**src/rtl/multicycle_control.sv**
```systemverilog
// Multicycle CPU control unit.
//
// Sequences FETCH -> DECODE -> EXEC/BRANCH -> MEM -> WB and drives the datapath
// selects and load enables for each step. Memory steps (FETCH, MEM) wait for mem_ack
// under a timeout. A timeout, or an illegal opcode, parks the unit in HALT until reset.
//
// Ports
//   clk, rst_n      rising-edge clock, asynchronous active-low reset
//   opcode[5:0]     instruction bits [31:26]: class = [5:4], code = [3:0]
//   beq_alu         ALU equality flag, used by branches
//   mem_ack         memory completion strobe, only looked at in FETCH and MEM
//   alu_selection   ALU operation select
//   alu_src_a       0 = PC, 1 = register A
//   alu_src_b       00 = register B, 01 = constant 4, 10 = sign-extended immediate
//   mem_req/mem_we  memory request / write enable
//   ir_write, pc_write, reg_write  datapath load enables
//   mem_to_reg      writeback mux select (1 = memory data)
//   pc_src          00 = ALU result, 01 = target register, 10 = jump field
//   halted          unit stopped on illegal opcode or bus error
module multicycle_control #(
  parameter int unsigned MEM_TIMEOUT = 15
) (
  input  logic       clk,
  input  logic       rst_n,
  input  logic [5:0] opcode,
  input  logic       beq_alu,
  input  logic       mem_ack,
  output logic [3:0] alu_selection,
  output logic       alu_src_a,
  output logic [1:0] alu_src_b,
  output logic       mem_req,
  output logic       mem_we,
  output logic       ir_write,
  output logic       pc_write,
  output logic       reg_write,
  output logic       mem_to_reg,
  output logic [1:0] pc_src,
  output logic       halted
);

  localparam int unsigned CntW = (MEM_TIMEOUT > 1) ? $clog2(MEM_TIMEOUT + 1) : 1;
  // Value of the wait counter during the last cycle a memory step may wait.
  localparam logic [CntW-1:0] CntLast = CntW'(MEM_TIMEOUT - 1);

  typedef enum logic [2:0] {
    StFetch  = 3'd0,
    StDecode = 3'd1,
    StExec   = 3'd2,
    StMem    = 3'd3,
    StWb     = 3'd4,
    StBranch = 3'd5,
    StHalt   = 3'd6
  } state_e;

  state_e          state_q, state_d;
  logic [CntW-1:0] cnt_q, cnt_d;
  logic [5:0]      op_q, op_d;
  // Cleared by reset: holds every output low until the first clock after release,
  // so the unit sits in FETCH without requesting memory while reset is applied.
  logic            started_q, started_d;

  logic [1:0] cls_q;
  logic [3:0] code_q;
  logic       is_load, is_store;

  assign cls_q    = op_q[5:4];
  assign code_q   = op_q[3:0];
  assign is_load  = (cls_q == 2'b10) && (code_q == 4'b0000);
  assign is_store = (cls_q == 2'b10) && (code_q == 4'b0001);

  function automatic logic alu_code_legal(input logic [3:0] code);
    unique case (code)
      4'b0000, 4'b0001, 4'b0010, 4'b0011, 4'b0100,
      4'b0101, 4'b0111, 4'b1001, 4'b1100: alu_code_legal = 1'b1;
      default:                            alu_code_legal = 1'b0;
    endcase
  endfunction

  always_ff @(posedge clk or negedge rst_n) begin
    if (!rst_n) begin
      state_q   <= StFetch;
      cnt_q     <= '0;
      op_q      <= '0;
      started_q <= 1'b0;
    end else begin
      state_q   <= state_d;
      cnt_q     <= cnt_d;
      op_q      <= op_d;
      started_q <= started_d;
    end
  end

  always_comb begin
    state_d       = state_q;
    cnt_d         = '0;
    op_d          = op_q;
    started_d     = 1'b1;
    alu_selection = 4'b0000;
    alu_src_a     = 1'b0;
    alu_src_b     = 2'b00;
    mem_req       = 1'b0;
    mem_we        = 1'b0;
    ir_write      = 1'b0;
    pc_write      = 1'b0;
    reg_write     = 1'b0;
    mem_to_reg    = 1'b0;
    pc_src        = 2'b00;
    halted        = 1'b0;

    if (!started_q) begin
      state_d = StFetch;
    end else begin
      unique case (state_q)
        StFetch: begin
          mem_req       = 1'b1;
          alu_src_b     = 2'b01;
          alu_selection = 4'b0010;
          // An ack in the final wait cycle still completes the fetch.
          if (mem_ack) begin
            ir_write = 1'b1;
            pc_write = 1'b1;
            state_d  = StDecode;
          end else if (cnt_q == CntLast) begin
            state_d = StHalt;
          end else begin
            cnt_d = cnt_q + CntW'(1);
          end
        end

        StDecode: begin
          // Precompute the branch target while the opcode is captured.
          alu_src_b     = 2'b10;
          alu_selection = 4'b0010;
          op_d          = opcode;
          unique case (opcode[5:4])
            2'b11:   state_d = StBranch;
            2'b10:   state_d = StExec;
            default: state_d = alu_code_legal(opcode[3:0]) ? StExec : StHalt;
          endcase
        end

        StExec: begin
          alu_src_a = 1'b1;
          unique case (cls_q)
            2'b00: begin
              alu_src_b     = 2'b00;
              alu_selection = code_q;
              state_d       = StWb;
            end
            2'b01: begin
              alu_src_b     = 2'b10;
              alu_selection = code_q;
              state_d       = StWb;
            end
            default: begin
              // Effective address for load/store.
              alu_src_b     = 2'b10;
              alu_selection = 4'b0010;
              state_d       = (is_load || is_store) ? StMem : StHalt;
            end
          endcase
        end

        StMem: begin
          mem_req = 1'b1;
          mem_we  = is_store;
          if (mem_ack) begin
            state_d = is_store ? StFetch : StWb;
          end else if (cnt_q == CntLast) begin
            state_d = StHalt;
          end else begin
            cnt_d = cnt_q + CntW'(1);
          end
        end

        StWb: begin
          reg_write  = 1'b1;
          mem_to_reg = is_load;
          state_d    = StFetch;
        end

        StBranch: begin
          alu_src_a     = 1'b1;
          alu_src_b     = 2'b00;
          alu_selection = 4'b0011;
          state_d       = StFetch;
          unique case (code_q)
            4'b0000: begin
              pc_write = beq_alu;
              pc_src   = 2'b01;
            end
            4'b0001: begin
              pc_write = ~beq_alu;
              pc_src   = 2'b01;
            end
            4'b0010: begin
              pc_write = 1'b1;
              pc_src   = 2'b10;
            end
            default: state_d = StHalt;
          endcase
        end

        StHalt: begin
          halted = 1'b1;
        end

        default: begin
          state_d = StHalt;
        end
      endcase
    end
  end

endmodule
```
**config.mk**
```make
export PLATFORM = sky130hd
export DESIGN_NAME = multicycle_control
export DESIGN_NICKNAME = d
export VERILOG_FILES = /design/src/rtl/multicycle_control.sv
export SDC_FILE = /design/constraint.sdc
export NUM_CORES = 1
export LEC_CHECK = 0
export ABC_CLOCK_PERIOD_IN_PS = 3590
export CAP_MARGIN = 20
export CORE_MARGIN = 2
export CORE_UTILIZATION = 51
export CTS_CLUSTER_DIAMETER = 80
export CTS_CLUSTER_SIZE = 20
export DETAILED_ROUTE_END_ITERATION = 12
export PLACE_DENSITY = 0.84
export SYNTH_ARGS = -nofsm -noshare
export SYNTH_HDL_FRONTEND = slang
export SYNTH_SLANG_ARGS = --single-unit
```
**constraint.sdc**
```tcl
create_clock -name clk -period 3.59 [get_ports clk]
set_input_delay 0.5385 -clock clk [delete_from_list [all_inputs] [get_ports clk]]
set_output_delay 0.5385 -clock clk [all_outputs]
set_load 0.01 [all_outputs]
```
==> results_tabular.tex <==
\begin{tabular}{lr}
\hline
Metric & Value \\
\hline
\multicolumn{2}{l}{\textbf{Cells and area}} \\
\quad Most used cells in the layout excluding fill and tap cells & sky130\_fd\_sc\_hd\_\_clkdlybuf4s50\_1, sky130\_fd\_sc\_hd\_\_dfrtp\_1, sky130\_fd\_sc\_hd\_\_nor2\_1, sky130\_fd\_sc\_hd\_\_nand2\_1 \\
\quad Count of placed standard cells in the final layout, fillers left out & 160 \\
\quad Share of final-layout standard cells stronger than drive strength 1 & roughly 6.7\% \\
\quad Syn-to-layout area delta & 31.2\% \\
\quad \# nets final & 148 \\
\quad N\_diodes & 0 \\
\quad Commonest non-fill, non-tap cell in the layout & sky130\_fd\_sc\_hd\_\_clkdlybuf4s50\_1 \\
\multicolumn{2}{l}{\textbf{CTS}} \\
\quad Clock tree from TritonCTS & built \\
\quad Post-CTS Setup Inserts & 0 \\
\quad CTS Root Buffer Type & sky130\_fd\_sc\_hd\_\_clkbuf\_4 \\
\quad Number of CTS-inserted buffers & 3 \\
\quad Sink Count & 14 \\
\quad Number of instances resized during post-cts repair & 0 \\
\quad Number of buffers inserted for hold repair after clock tree synthesis & 0 \\
\quad Worst skew pair latency & roughly 0.27 ns \\
\quad Clock input transition at the sequential cells of the worst setup and hold paths & roughly 0.080 ns \\
\quad Deepest level of the CTS H-tree & 1 \\
\quad Maximum clock path buffer count & 2 \\
\multicolumn{2}{l}{\textbf{Power and ir drop}} \\
\quad Internal Pwr Total & about 400 uW \\
\quad Switching Power & about 270 uW \\
\quad Reported leakage power & roughly 0.00048 uW \\
\quad Clock Power Share & between 10\% and 20\% \\
\quad Power density cells & 533 nW/um2 \\
\quad Share of power burned in registers & $\sim$45\% \\
\quad Proportion of power drawn by combinational gates & slightly below 40\% \\
\quad Peak VDD IR & roughly 0.4 mV \\
\quad Sw frac & 39.8\% \\
\multicolumn{2}{l}{\textbf{Setup path}} \\
\quad Chain of cells forming the critical path & and2b\_2, nand2\_1, or3\_1, a21oi\_1, clkdlybuf4s50\_1 \\
\quad Critical-path cell with the highest stage delay & sky130\_fd\_sc\_hd\_\_dfrtp\_1 \\
\quad WP buf/inv & 1 \\
\quad Critical path endpoint category & output pin \\
\quad Kind of critical path & register to output pin \\
\quad Crit-path max FO & 15 \\
\quad CP startpoint kind & register \\
\quad Arrival time of data at the critical path endpoint & approximately 2.3 ns \\
\quad Required time at the worst-slack endpoint & between 3 and 4 ns \\
\quad Kind of cell with the highest combined delay on the critical path & simple AND/OR/NAND/NOR gates \\
\quad Biggest cell delay along the critical path & roughly 0.67 ns \\
\multicolumn{2}{l}{\textbf{Detailed routing}} \\
\quad Wire per inst & 13.9 um \\
\quad DR vias & about 920 \\
\quad DRC violation total after the first TritonRoute iteration & 37 \\
\quad Number of routed nets with antenna violations & 0 \\
\quad Via-per-instance ratio & 5.74 \\
\quad Overall routed net length & between 2 and 2.5 mm \\
\quad Final routed DRC violation total & 0 \\
\quad Number of iterations in the first detailed-routing pass & 4 \\
\multicolumn{2}{l}{\textbf{GRT}} \\
\quad Number of global-route vias before repair & 789 \\
\quad Total congestion overflow after global routing & 0 \\
\quad Wire length of the first global-routing pass & roughly 3.5 mm \\
\quad Pin count of the biggest net entering global routing & 17 \\
\quad Global Route Usage Sum & between 20\% and 30\% \\
\quad Antenna violations before repair & 0 \\
\multicolumn{2}{l}{\textbf{Place}} \\
\quad Placed Cells incl. Taps & 156 \\
\quad Final HPWL DP & roughly 1.8 mm \\
\quad Final weighted congestion in routability-driven placement & around 0.9 \\
\quad IO Port Bufs & 25 \\
\multicolumn{2}{l}{\textbf{Synthesis}} \\
\quad Warnings from Yosys & 0 \\
\quad Distinct cells, synth & 38 \\
\quad Biggest area contributors in the synthesized netlist & sky130\_fd\_sc\_hd\_\_dfrtp\_1, sky130\_fd\_sc\_hd\_\_mux2\_1, sky130\_fd\_sc\_hd\_\_nor2\_1 \\
\quad Synthesized flop and latch total & 14 \\
\quad Dominant synthesized flop cell & sky130\_fd\_sc\_hd\_\_dfrtp\_1 \\
\quad Share of the synthesized area in the top cell type & around 37\% \\
\quad Number of flops mapped to enable cells by yosys & 0 \\
\quad Async set or reset register ratio after synthesis & 100\% \\
\quad Netlist Area Pre-Place & roughly 960 um2 \\
\quad Synth Net Count & between 100 and 150 \\
\quad Post-Syn Instances & around 110 \\
\quad Sequential-to-total area share from yosys stat & 36.6\% \\
\quad Synthesized area per cell & roughly 8.8 um2 \\
\quad Library cell occupying the most area in the post-synthesis netlist & sky130\_fd\_sc\_hd\_\_dfrtp\_1 \\
\multicolumn{2}{l}{\textbf{Timing}} \\
\quad Final Max Slew Viols & 0 \\
\quad Maximum frequency from static timing analysis & 350 MHz \\
\quad Setup Skew & around 0.0031 ns \\
\quad Worst-Margin Slew & slightly above 0.6 ns \\
\quad Smallest hold slack & 0.510 ns \\
\quad Final critical-path required period & $\sim$2.9 ns \\
\quad Setup repair after global routing missed its margin & false \\
\quad Count of endpoints failing setup in the final report & 0 \\
\quad Final worst path period share & between 70\% and 80\% \\
\quad Worst-case headroom to the max-slew limit & 58.9\% \\
\quad Accumulated negative setup slack & 0 ns \\
\quad Number of hold-slack violations in the final timing report & 0 \\
\multicolumn{2}{l}{\textbf{Die}} \\
\quad Count of pins on the block boundary & 26 \\
\quad Area of the die & between 2000 and 2500 um2 \\
\quad Effective utilization at floorplan & between 50 and 60\% \\
\quad Standard cell core area & roughly 1700 um2 \\
\quad Die height & between 40 and 50 um \\
\quad Die Span X & around 47 um \\
\quad Standard-cell row count & 15 \\
\multicolumn{2}{l}{\textbf{Worst hold path}} \\
\quad Min-delay worst type & register to register \\
\multicolumn{2}{l}{\textbf{Flow run}} \\
\quad Number of maximum-capacitance violations & 0 \\
\multicolumn{2}{l}{\textbf{Run status}} \\
\quad Run status & finished, final reports clean \\
\hline
\end{tabular}
## flip-flops by register name, summed over array words and instances (netlist names)
name / count
cnt_q: 4
op_q: 6
started_q: 1
state_q: 3
## worst paths after layout
path,start,to,slack [ns],cells after the start
max,state_q[1],alu_selection[0],0.73,5
min,cnt_q[0],cnt_q[0],0.51,1
max reg2reg,state_q[0],op_q[4],1.93,3
min reg2reg,cnt_q[0],cnt_q[0],0.51,1
max in group asynchronous,rst_n,op_q[0],2.55,1
min in group asynchronous,rst_n,cnt_q[0],0.64,1
## cells by family (layout without fill, tap and decap cells)
logic type / Yosys count / after routing / share of synthesized area [%]
xor gates and xnor gates: 4 / 4 / 3.67
adders and majority gates: 2 / 2 / 2.62
muxes: 5 / 5 / 5.89
and+or+nand+nor: 54 / 54 / 31.0
AOI/OAI and AO/OA: 22 / 22 / 16.1
other: 1 / 1 / 0.392
DFF: 14 / 14 / 36.6
buffers and inverters: 7 / 33 / 3.66
## layout make-up
type / count / area, um2
repair buffers: 25 / 250
fillers: 160 / 492
clock buffers: 4 / 36.3
flip-flops and latches: 14 / 350
well taps: 25 / 31.3
inverters: 4 / 15.0
multi-input cells: 88 / 571
## cells in the mapped netlist, types with 2 or more instances
master,number
sky130_fd_sc_hd__nand2b_1,5
sky130_fd_sc_hd__and2_1,4
sky130_fd_sc_hd__nor4_1,2
sky130_fd_sc_hd__nor2b_1,3
sky130_fd_sc_hd__o21ai_0,3
sky130_fd_sc_hd__a211oi_1,3
sky130_fd_sc_hd__ha_1,2
sky130_fd_sc_hd__nand2_1,11
sky130_fd_sc_hd__nor2_1,12
sky130_fd_sc_hd__mux2_1,5
sky130_fd_sc_hd__nand3_1,3
sky130_fd_sc_hd__a21oi_1,5
sky130_fd_sc_hd__inv_1,3
sky130_fd_sc_hd__or3_1,3
sky130_fd_sc_hd__xnor2_1,3
sky130_fd_sc_hd__nor3_1,5
sky130_fd_sc_hd__dfrtp_1,14
sky130_fd_sc_hd__o21bai_1,2
sky130_fd_sc_hd__buf_4,2
## layer usage
layer  GRT usage [%]  share of wire [%]  vias to the layer above
met2            34.3                 47                       41
met1            32.1                 46                      432
met3            4.23                6.0                        4
li1                -                  -                      441
met4            10.0               0.94                        0
met5               0                  0                        -
## per-stage QoR
step / power, uW / instance area, um2 / setup slack, ns / utilization, %
4_1_cts: 669 / 1250 / 0.740 / 71.8
5_1_grt: 717 / 1250 / 0.645 / 71.8
6_report: 669 / 1250 / 0.735 / 71.8
3_3_place_gp: 545 / 1220 / 1.14 / 69.7
3_5_place_dp: 557 / 1220 / 1.06 / 69.7
2_1_floorplan: 452 / 956 / 1.68 / -
## power groups by stage
stage / registers [uW] / clock network (uW) / logic, uW
final: 300 / 110 / 259
after global routing: 310 / 123 / 284
after CTS: 295 / 114 / 260
after detailed placement: 298 / 0 / 259
after global placement: 292 / 0 / 253
after floorplan: 254 / 0 / 198
Power figures use the tool's default switching activity.
